[src/rtl/imem_ctrl_pkg_51.sv]
// imem_ctrl_pkg_51: shared state encoding, default geometry and address-fault helper for the fetch controller
package imem_ctrl_pkg_51;
    typedef enum logic [1:0] {
        S_IDLE  = 2'd0,
        S_FETCH = 2'd1,
        S_ERR   = 2'd2
    } state_e;
    localparam int MEM_LAST_DEF  = 2000;
    localparam int PC_STRIDE_DEF = 4;
    function automatic logic pc_bad(input logic [31:0] pc, input logic [31:0] last);
        return (pc[1:0] != 2'b00) || (pc > last);
    endfunction
endpackage

[src/rtl/imem_out_reg_51.sv]
// imem_out_reg_51: one-entry valid/ready output register with flush
module imem_out_reg_51
    import imem_ctrl_pkg_51::*;
(
    input  logic        clk,
    input  logic        rst,
    input  logic        flush,
    input  logic        load,
    input  logic        ready,
    input  logic [31:0] in_data,
    input  logic [31:0] in_pc,
    output logic        valid,
    output logic [31:0] data,
    output logic [31:0] pc
);
    logic        valid_q, valid_d;
    logic [31:0] data_q, data_d, pc_q, pc_d;
    always_comb begin
        valid_d = flush ? 1'b0 : load ? 1'b1 : valid_q & ~ready;
        data_d  = load ? in_data : data_q;
        pc_d    = load ? in_pc : pc_q;
    end
    always_ff @(posedge clk) begin
        if (rst) begin
            valid_q <= 1'b0;
            data_q  <= '0;
            pc_q    <= '0;
        end else begin
            valid_q <= valid_d;
            data_q  <= data_d;
            pc_q    <= pc_d;
        end
    end
    assign valid = valid_q;
    assign data  = data_q;
    assign pc    = pc_q;
endmodule

[src/rtl/imem_ctrl_51.sv]
// imem_ctrl_51: instruction memory loader/fetch controller with valid/ready delivery toward decode
module imem_ctrl_51
    import imem_ctrl_pkg_51::*;
#(
    parameter int MEM_LAST  = MEM_LAST_DEF,
    parameter int PC_STRIDE = PC_STRIDE_DEF
) (
    input  logic        clk_51,
    input  logic        rst_51,
    input  logic        ld_valid_51,
    input  logic [31:0] ld_addr_51,
    input  logic [31:0] ld_data_51,
    output logic        ld_ready_51,
    input  logic        start_51,
    input  logic [31:0] start_pc_51,
    input  logic        stop_51,
    input  logic        redirect_51,
    input  logic [31:0] redirect_pc_51,
    output logic        inst_valid_51,
    output logic [31:0] inst_51,
    output logic [31:0] inst_pc_51,
    input  logic        inst_ready_51,
    output logic [31:0] mem_waddr_51,
    output logic [31:0] mem_wdata_51,
    output logic        mem_write_51,
    output logic [31:0] mem_raddr_51,
    input  logic [31:0] mem_rdata_51,
    output logic        busy_51,
    output logic        err_51
);
    localparam logic [31:0] LAST   = 32'(MEM_LAST);
    localparam logic [31:0] STRIDE = 32'(PC_STRIDE);
    state_e      state_q, state_d;
    logic [31:0] pc_q, pc_d;
    logic        err_q, err_d;
    logic        flush, load, free;
    assign free = ~inst_valid_51 | inst_ready_51;
    // stop outranks redirect, which outranks the sequential fetch
    always_comb begin
        state_d = state_q;
        pc_d    = pc_q;
        err_d   = err_q;
        flush   = 1'b0;
        load    = 1'b0;
        if (stop_51 && state_q != S_IDLE) begin
            state_d = S_IDLE;
            err_d   = 1'b0;
            flush   = 1'b1;
        end else if (state_q == S_IDLE && start_51) begin
            state_d = pc_bad(start_pc_51, LAST) ? S_ERR : S_FETCH;
            err_d   = pc_bad(start_pc_51, LAST);
            pc_d    = pc_bad(start_pc_51, LAST) ? pc_q : start_pc_51;
        end else if (state_q == S_FETCH && redirect_51) begin
            flush   = 1'b1;
            state_d = pc_bad(redirect_pc_51, LAST) ? S_ERR : S_FETCH;
            err_d   = pc_bad(redirect_pc_51, LAST);
            pc_d    = pc_bad(redirect_pc_51, LAST) ? pc_q : redirect_pc_51;
        end else if (state_q == S_FETCH && free) begin
            if (pc_q > LAST) begin
                state_d = S_ERR;
                err_d   = 1'b1;
                flush   = 1'b1;
            end else begin
                load = 1'b1;
                pc_d = pc_q + STRIDE;
            end
        end
    end
    always_ff @(posedge clk_51) begin
        if (rst_51) begin
            state_q <= S_IDLE;
            pc_q    <= '0;
            err_q   <= 1'b0;
        end else begin
            state_q <= state_d;
            pc_q    <= pc_d;
            err_q   <= err_d;
        end
    end
    imem_out_reg_51 u_out (
        .clk     (clk_51),
        .rst     (rst_51),
        .flush   (flush),
        .load    (load),
        .ready   (inst_ready_51),
        .in_data (mem_rdata_51),
        .in_pc   (pc_q),
        .valid   (inst_valid_51),
        .data    (inst_51),
        .pc      (inst_pc_51)
    );
    assign ld_ready_51  = (state_q == S_IDLE);
    assign mem_write_51 = ld_ready_51 & ld_valid_51;
    assign mem_waddr_51 = ld_addr_51;
    assign mem_wdata_51 = ld_data_51;
    assign busy_51      = (state_q == S_FETCH);
    assign mem_raddr_51 = busy_51 ? pc_q : 32'd0;
    assign err_51       = err_q;
endmodule

[config.mk]
export PLATFORM = sky130hd
export DESIGN_NAME = imem_ctrl_51
export DESIGN_NICKNAME = d
export VERILOG_FILES = /design/src/rtl/imem_ctrl_pkg_51.sv /design/src/rtl/imem_out_reg_51.sv /design/src/rtl/imem_ctrl_51.sv
export SDC_FILE = /design/constraint.sdc
export NUM_CORES = 1
export LEC_CHECK = 0
export BUFFER_PORTS_ARGS = -buffer_cell sky130_fd_sc_hd__buf_2
export CORE_AREA = 5 5 127 129
export DETAILED_ROUTE_END_ITERATION = 7
export DIE_AREA = 0 0 132 134
export PLACE_DENSITY = 0.62
export SYNTH_ARGS = -nofsm -noshare
export SYNTH_HDL_FRONTEND = slang
export SYNTH_SLANG_ARGS = --single-unit
[constraint.sdc]
create_clock -name clk_51 -period 4.4 [get_ports clk_51]
set_clock_uncertainty 0.1 [all_clocks]
set_input_delay 0.44 -clock clk_51 [delete_from_list [all_inputs] [get_ports clk_51]]
set_output_delay 0.44 -clock clk_51 [all_outputs]
set_load 0.02 [all_outputs]
# Word-level counts from Yosys, hierarchy flattened
# Cells that the tools add are included.
# word_totals
input_bits	167
ramBits	0
mem_count	0
elab_cells	64
out_inout_bits	165
latchBits	0
regBits	100
mem_bits_ro	0
# op_classes
n_mul	0
n_div	0
n_eq_ne	4
magnitude_cmp	3
n_reduce_logical	16
n_bitwise	6
shifts	0
addsub	1
mux	28
# op_table
cell	count
2-to-1 mux 32 bit	7
greater-than comparator 32 x 11 -> 1 bit, second input constant	3
adder 32 x 3 -> 32 bit, second input constant	1
2-to-1 mux 1 bit	15
2-to-1 mux 2 bit	6
!= test 3 bit, second input constant	2
nonzero test 2 bit	3
nonzero test 3 bit	2
AND reduction 5 bit	1
logical AND 1 bit	4
OR reduction 2 bit	2
inverter 1 bit	3
AND 1 bit	2
== test 2 x 1 -> 1 bit, second input constant	1
logical NOT 2 bit	1
logical OR 1 bit	2
!= test 2 bit, second input constant	1
AND reduction 2 bit	1
bitwise OR 1 bit	1

# Depth between registers and ports, before layout
# Gate-level depths: netlist of run 1.
# depth
depth_word	8
ltp_mapped	10
mapped_depth_nobuf	8

# Cells and area by module
# Synthesis of run 1 repeated with hierarchy kept, for this count alone.
# hier_totals
cells_unflattened	507
hier_area_um2	4782.1
# by_module_without_submodules
mod	cells_per_inst	n_inst	seq_area_each_um2	area_per_inst_um2
imem_ctrl_51	297	1	680.7	2461.1
imem_out_reg_51	210	1	1301.2	2321.0

# Least setup slack after synthesis of run 1
# OpenSTA, ideal clock, no wires.
# synth_timing
path_kind	input-to-reg
startpoint	in start_pc_51[0]
endpoint	reg pc_q[11]
required_ps	4185
stages	8
n_path_buf	2
arrival_ps	2003
setup_slack_ps	2182
setup_time_ps	115
cell_sequence	o41a_1 > o2111ai_2 > nand4_2 > a222oi_1 > buf_4 > nor2_1 > buf_2 > and2_1
# synth_via
elab_chain_len	4
word_cells_on_any_way	5
classes_between	order compare (1); eq/ne (1); reduce/logical (3)
# synth_rtl
item	line_no	rtl
start: declaration	imem_ctrl_51.sv:15	input logic [31:0] start_pc_51,
greater-than comparator 32 x 11 -> 1 bit / nonzero test 2 bit (equally long branches)	imem_ctrl_pkg_51.sv:11	return (pc[1:0] != 2'b00) || (pc > last);
logical OR 1 bit (*)	imem_ctrl_pkg_51.sv:11	
!= test 2 bit (no source line) (*)	-	
AND reduction 5 bit (no source line) (*)	-	
end signal: assignment	imem_ctrl_51.sv:76	pc_q <= pc_d;
end: declaration	imem_ctrl_51.sv:34	logic [31:0] pc_q, pc_d;
# Every way passes the cells marked *; elsewhere a longest branch is shown, timed or not.
# A chain may end at the register's enable or synchronous reset.

# Final worst setup path of run 1
# layout_timing
startpoint	reg state_q[1]
endpoint	reg pc_q[29]
# layout_via
elab_chain_len	4
word_cells_on_any_way	15
classes_between	eq/ne (4); mux (2); bitwise (1); reduce/logical (8)
# layout_rtl
item	line_no	rtl
start: declaration	imem_ctrl_51.sv:33	state_e state_q, state_d;
start signal: assignment	imem_ctrl_51.sv:75	state_q <= state_d;
== test 2 x 1 -> 1 bit (tied with other cells)	imem_ctrl_51.sv:53, imem_ctrl_51.sv:58	
logical AND 1 bit (on tied branches)	-	
!= test 3 bit (no source line) (tied with other cells)	-	
AND reduction 5 bit (no source line) / 2-to-1 mux 32 bit (equally long branches)	-	
# Several ways; a longest one is shown, not always the timed one.

==> flow_metrics.py, run 1 <==
metrics = {
    "sta": {
        "rsz0062_at_grt": "no",
        "worst_slack_ns": 1.14,
        "fin_tns_setup_ns": 0,
        "fmax_ghz": 0.307,
        "setup_viol": 0,
        "finalCritPeriodShare_pct": 74.0,
        "maxSlewHeadroom_pct": 23.3,
        "hold_viol": 0,
        "slew_viol_final": 0,
        "tightestPinTransition_ns": 1.15,
        "hold_ws_ns": 0.225,
        "final.min_clock_period_ns": 3.26,
    },
    "placed_design": {
        "placed_cell_area_um2": 5160,
        "dpl.cell_count": 788,
        "dp_worst_setup_slack_ns": 1.11,
        "port_buffers": 203,
        "dp_hpwl_um": 9800,
        "gp_congestion": 0.853,
    },
    "cells_and_area": {
        "finalNonFillerCells": 804,
        "postLayoutCellArea_um2": 5450,
        "area_delta_synth_final_pct": 20.9,
        "num_antenna_cells": 0,
        "final_util_pct": 36.5,
        "fill_cells": 1553,
        "layout-drive-gt1-share_pct": 38.0,
        "nets": 780,
    },
    "worst_setup_path": {
        "cpMaxStageDelayCell": "nor2_1",
        "crit_chain": "nand2b_1, inv_1, and2_1, a222oi_1, buf_4, nor2_1, and2_1",
        "cp_top_family": "simple AND/OR/NAND/NOR gates",
        "regToRegSetupSlack_ns": 1.14,
        "worstRegToRegCells": 7,
        "crit_fanout": 30,
        "path_common_cell": "and2_1",
        "cp.arrival_ns": 3.45,
        "endpoint_kind": "register",
        "critPathLaunchType": "register",
        "cp.buffers_inverters": 2,
        "rr_startpoint": "state_q[1]",
        "worstSetupPathType": "register to register",
        "r2r-end": "pc_q[29]",
        "crit_required_ns": 4.59,
        "slowest_delay_ns": 0.82,
    },
    "min_path": {
        "hold_path.class": "input pin to register",
        "min_from": "mem_rdata_51[1]",
        "min_to": "u_out.data[1]",
        "worstHoldPathCells": 3,
    },
    "logic_synthesis": {
        "syn_nets": 652,
        "syn_area_per_cell_um2": 9.33,
        "synth_area_leaders": "dfxtp_1 (44%), buf_4 (11%), and2_1 (10%)",
        "synth_largest_area_cell": "dfxtp_1",
        "ys_seq_area_share_pct": 44.0,
        "ys_ff_latch": 99,
        "synth_edf_count": 0,
        "post-synth-top-area-fraction_pct": 44.0,
        "yosysMostFrequentCell": "dfxtp_1",
        "yosysWarnings": 0,
        "synthArstFlopShare_pct": 0,
        "dominantRegCellSynth": "dfxtp_1",
        "ys_types": 48,
        "ys_top_cells_by_count": "dfxtp_1 (99), and2_1 (75), buf_4 (66), nor2_1 (66), mux2i_1 (44)",
        "synth_area_um2": 4510,
        "synth_cells": 483,
    },
    "clock_tree": {
        "clk_path_buf_depth": 2,
        "cts_buffers": 9,
        "h-tree-depth": 3,
        "post_cts_buffers": 0,
        "clock-sinks": 99,
        "clk_pin_slew_ns": 0.07,
        "cts_resized": 0,
        "cts-root-buf": "clkbuf_16",
        "ctsHoldBuffers": 0,
        "cts_tree": "built",
        "clock_latency_ns": 0.35,
    },
    "floorplanning": {
        "core_um2": 14900,
        "dieArea_um2": 17700,
        "io_pins": 332,
        "die_h_um": 134,
        "die_w_um": 132,
        "num_rows": 45,
        "initial_core_util_pct": 30.2,
    },
    "detailed_routing": {
        "postRouteAntennaNets": 0,
        "drtPass1Iterations": 4,
        "dr_total_vias": 3652,
        "route.detailed.drc": 0,
        "wire_per_inst_um": 15.9,
        "wirelength_um": 12800,
        "drtIter0Drc": 151,
        "viasPerCell": 4.54,
    },
    "global_routing": {
        "antenna_found_initial": 1,
        "grt_pass1_vias": 3632,
        "grt_max_degree": 47,
        "grt_overflow": 0,
        "track_usage_pct": 14.0,
        "grt_pass1_wl_um": 19800,
    },
    "pwr": {
        "power_per_cell_area_nw_per_um2": 333,
        "vdd_ir_drop_max_mv": 0.229,
        "power.total_mw": 1.82,
        "leakagePower_nw": 2.53,
    },
    "status": {
        "status": "complete, no violations",
    },
    "run": {
        "cap_violations": 0,
    },
}
-- how the worst max path moves through the flow --
| stage | start | end | slack, ns | cells after the start |
|---|---|---|---|---|
| 4_1_cts | state_q[1] | pc_q[23] | 1.10 | 7 |
| 6_report | state_q[1] | pc_q[29] | 1.14 | 7 |
| 5_1_grt | state_q[1] | pc_q[29] | 0.82 | 7 |
| 3_5_place_dp | state_q[1] | pc_q[12] | 1.11 | 7 |
| 2_1_floorplan | start_pc_51[0] | pc_q[11] | 2.18 | 8 |
| 3_3_place_gp | state_q[1] | pc_q[29] | 1.15 | 7 |
-- worst reg2reg max path, stage by stage (launching register included) --
cell and delay [ns]:
dfxtp_1 0.35, nand2b_1 0.26, inv_1 0.65, and2_1 0.40, a222oi_1 0.14, buf_4 0.25, nor2_1 0.82, and2_1 0.23
-- layout by cell type, fill, tap and decap left out, types with 3 or more instances in the layout --
cell / netlist / layout
and2_1: 75 / 75
inv_6: 0 / 4
nand3_1: 6 / 6
and4_1: 3 / 3
mux2i_1: 44 / 44
nand4_1: 3 / 3
nor4_1: 13 / 13
inv_1: 6 / 6
or3_1: 3 / 3
o211ai_1: 6 / 6
nor2_1: 66 / 66
a21oi_1: 5 / 5
clkbuf_16: 0 / 9
o21ai_0: 3 / 3
buf_2: 2 / 203
a311oi_1: 4 / 4
nor3_2: 2 / 3
nor3_1: 6 / 5
buf_4: 66 / 3
nand2_1: 11 / 11
dfxtp_1: 99 / 99
-- sequential cells by signal, indices dropped and copies added (netlist names) --
| register | flops |
|---|---|
| pc_q | 32 |
| u_out.valid | 1 |
| u_out.pc | 32 |
| state_q | 2 |
| u_out.data | 32 |
-- power breakdown --
part / leakage, nW / switching [mW] / internal (mW)
Sequential: 0.799 / 0.0154 / 0.903
Combinational: 1.60 / 0.0700 / 0.0610
Clock: 0.139 / 0.371 / 0.395
Total: 2.53 / 0.456 / 1.36
-- routing by layer --
metal | up-vias | GRT usage, % | wire, um
met5 | - | 0 | 13
met3 | 26 | 6.79 | 1320
met2 | 144 | 21.9 | 5930
li1 | 1819 | - | -
met4 | 2 | 4.74 | 297
met1 | 1661 | 16.8 | 5240
-- kinds of logic (layout without fill, tap and decap cells) --
family / Yosys count / in the layout / synth area share (%)
buffers and inverters: 96 / 229 / 14.4
AOI/OAI and AO/OA: 37 / 37 / 6.69
adders and majority gates: 2 / 2 / 0.555
xor gates and xnor gates: 4 / 4 / 0.777
DFF: 99 / 99 / 44.0
and+or+nand+nor: 201 / 201 / 23.9
muxes: 44 / 44 / 9.77
-- cell type report --
type,instances,area [um2],area share (%)
clock buffers,9,225,4.13
clock inverters,7,58.8,1.08
inverters,7,26.3,0.482
multi-input cells,288,1880,34.6
flip-flops and latches,99,1980,36.4
well taps,188,235,4.32
repair buffers,206,1040,19.1
Power figures use the tool's default switching activity.
==> inputs of run 2 (changes only) <==
--- a/config.mk
+++ b/config.mk
@@ -6,10 +6,10 @@
 export NUM_CORES = 1
 export LEC_CHECK = 0
 export BUFFER_PORTS_ARGS = -buffer_cell sky130_fd_sc_hd__buf_2
-export CORE_AREA = 5 5 127 129
+export CORE_AREA = 5 5 125 127
 export DETAILED_ROUTE_END_ITERATION = 7
-export DIE_AREA = 0 0 132 134
-export PLACE_DENSITY = 0.62
+export DIE_AREA = 0 0 130 132
+export PLACE_DENSITY = 0.64
 export SYNTH_ARGS = -nofsm -noshare
 export SYNTH_HDL_FRONTEND = slang
 export SYNTH_SLANG_ARGS = --single-unit
==> constraint.sdc (replaced) <==
create_clock -name clk_51 -period 3.2 [get_ports clk_51]
set_clock_uncertainty 0.1 [all_clocks]
set_input_delay 0.32 -clock clk_51 [delete_from_list [all_inputs] [get_ports clk_51]]
set_output_delay 0.32 -clock clk_51 [all_outputs]
set_load 0.02 [all_outputs]
==> run 2 against run 1 <==
- final cell count unchanged
- utilization up 2.0 points
- maximum frequency up 24%
- first-iteration DRC count down 38%
- final area up 1.3%
- global-route usage up 0.50 points
- count of clock-buffer cells in the layout up 1
- wire length down 0.19%
- critical endpoint is now pc_q[8]
- largest cell class unchanged
- highest routed layer unchanged
==> flow_metrics.py, run 2 (synthesis gave the netlist of run 1 again) <==
metrics = {
    "status": {
        "status": "complete, no violations",
    },
    "floorplanning": {
        "die_h_um": 132,
        "die_w_um": 130,
        "num_rows": 44,
        "dieArea_um2": 17200,
        "io_pins": 332,
        "core_um2": 14300,
        "initial_core_util_pct": 31.5,
    },
    "pwr": {
        "power_per_cell_area_nw_per_um2": 470,
        "vdd_ir_drop_max_mv": 0.348,
        "p_seq_share_pct": 48.7,
        "leakagePower_nw": 2.57,
        "switching_share_pct": 22.2,
        "pwr-share-comb_pct": 7.0,
        "netSwitchingPower_uw": 575,
        "power_frac_clock_pct": 44.3,
        "p_int_mw": 2.02,
    },
    "clock_tree": {
        "clock-sinks": 99,
        "clock_latency_ns": 0.34,
        "cts-root-buf": "clkbuf_16",
        "ctsHoldBuffers": 0,
        "cts_resized": 0,
        "clk_pin_slew_ns": 0.07,
        "clk_path_buf_depth": 2,
        "h-tree-depth": 3,
        "cts_tree": "built",
        "cts_buffers": 9,
        "post_cts_buffers": 0,
    },
    "sta": {
        "fin_tns_setup_ns": 0,
        "slew_viol_final": 0,
        "hold_ws_ns": 0.113,
        "worst_slack_ns": 0.578,
        "tightestPinTransition_ns": 1.04,
        "rsz0062_at_grt": "no",
        "finalCritPeriodShare_pct": 81.9,
        "fmax_ghz": 0.381,
        "maxSlewHeadroom_pct": 30.5,
        "final.min_clock_period_ns": 2.62,
        "hold_viol": 0,
        "setup_viol": 0,
    },
    "global_routing": {
        "grt_pass1_wl_um": 19400,
        "grt_pass1_vias": 3580,
        "track_usage_pct": 14.5,
        "antenna_found_initial": 1,
        "grt_overflow": 0,
        "grt_max_degree": 38,
    },
    "worst_setup_path": {
        "cp.arrival_ns": 2.76,
        "crit_start": "pc_q[2]",
        "critPathLaunchType": "register",
        "crit_required_ns": 3.34,
        "slowest_delay_ns": 0.37,
        "endpoint_kind": "register",
        "cpMaxStageDelayCell": "dfxtp_1",
        "rr_startpoint": "pc_q[2]",
        "worstSetupPathType": "register to register",
        "crit_fanout": 17,
        "worstRegToRegCells": 9,
        "crit_chain": "inv_1, ha_1, or3b_1, a21oi_1, o2111ai_1, a222oi_1, buf_4, nor2_1, a311oi_1",
    },
    "placed_design": {
        "gp_congestion": 0.819,
        "dpl.cell_count": 788,
        "dp_worst_setup_slack_ns": 0.513,
        "port_buffers": 203,
        "dp_hpwl_um": 10000,
    },
    "detailed_routing": {
        "viasPerCell": 4.56,
        "route.detailed.drc": 0,
        "wire_per_inst_um": 15.9,
        "drtPass1Iterations": 4,
        "drtIter0Drc": 94,
        "postRouteAntennaNets": 0,
        "wirelength_um": 12800,
        "dr_total_vias": 3669,
    },
    "min_path": {
        "hold_path.class": "input pin to register",
        "worstHoldPathCells": 3,
        "min_from": "mem_rdata_51[12]",
    },
    "cells_and_area": {
        "area_delta_synth_final_pct": 22.4,
        "num_antenna_cells": 0,
        "layout-drive-gt1-share_pct": 38.2,
        "layout_common_cells": "buf_2 (203), dfxtp_1 (99), and2_1 (75)",
        "nets": 784,
        "finalNonFillerCells": 804,
        "layout_commonest_cell": "buf_2",
        "final_util_pct": 38.6,
    },
    "run": {
        "cap_violations": 0,
    },
}
## run 2: changes by cell type in the layout (fill, tap and decap cells not counted), sizes merged
cell | previous run | this run
buf | 206 | 210
clkinvlp | 1 | 0
clkinv | 1 | 2
inv | 12 | 9
clkbuf | 9 | 10
bufinv | 0 | 2
## run 2: path summary, 6_finish.rpt
path | endpoint | slack, ns
max | pc_q[8] | 0.58
min | u_out.data[12] | 0.11
max reg2reg | pc_q[8] | 0.58
min reg2reg | u_out.pc[21] | 0.35
## run 2: per-stage QoR
stage          area [um2]  total power [mW]
2_1_floorplan        4510              1.49
3_3_place_gp         5200              1.47
3_5_place_dp         5200              1.47
4_1_cts              5520              2.65
5_1_grt              5520              2.72
6_report             5520              2.59
## run 2: layout make-up
cell class                      count  area, um2
Timing Repair Buffer              210       1080
Inverter                            7       26.3
Tap cell                          184        230
Sequential cell                    99       1980
Fill cell                        1499       8790
Clock buffer                       10        229
Multi-Input combinational cell    288       1880
Clock inverter                      6       87.6
## run 2: power by group through the flow
stage / registers (mW) / logic (mW) / clock network, mW
global route: 1.26 / 0.203 / 1.25
floorplan: 1.28 / 0.210 / 0
global placement: 1.29 / 0.181 / 0
detailed placement: 1.29 / 0.182 / 0
finish: 1.26 / 0.181 / 1.15
CTS: 1.26 / 0.183 / 1.20
## run 2: metal layers
metal	up-vias	routed length, um	global-route usage (%)
li1	1830	-	-
met1	1667	5120	16.8
met2	147	6240	24.2
met3	23	1190	6.40
met4	2	214	3.93
met5	-	13	0
## run 2: worst max-delay path, delay by kind of cell, from the launching register on
kind | cells | cell delay (ns)
flops | 1 | 0.37
fa+ha+maj | 1 | 0.14
buf+inv | 2 | 0.42
simple gates | 2 | 0.40
compound gates | 4 | 1.09
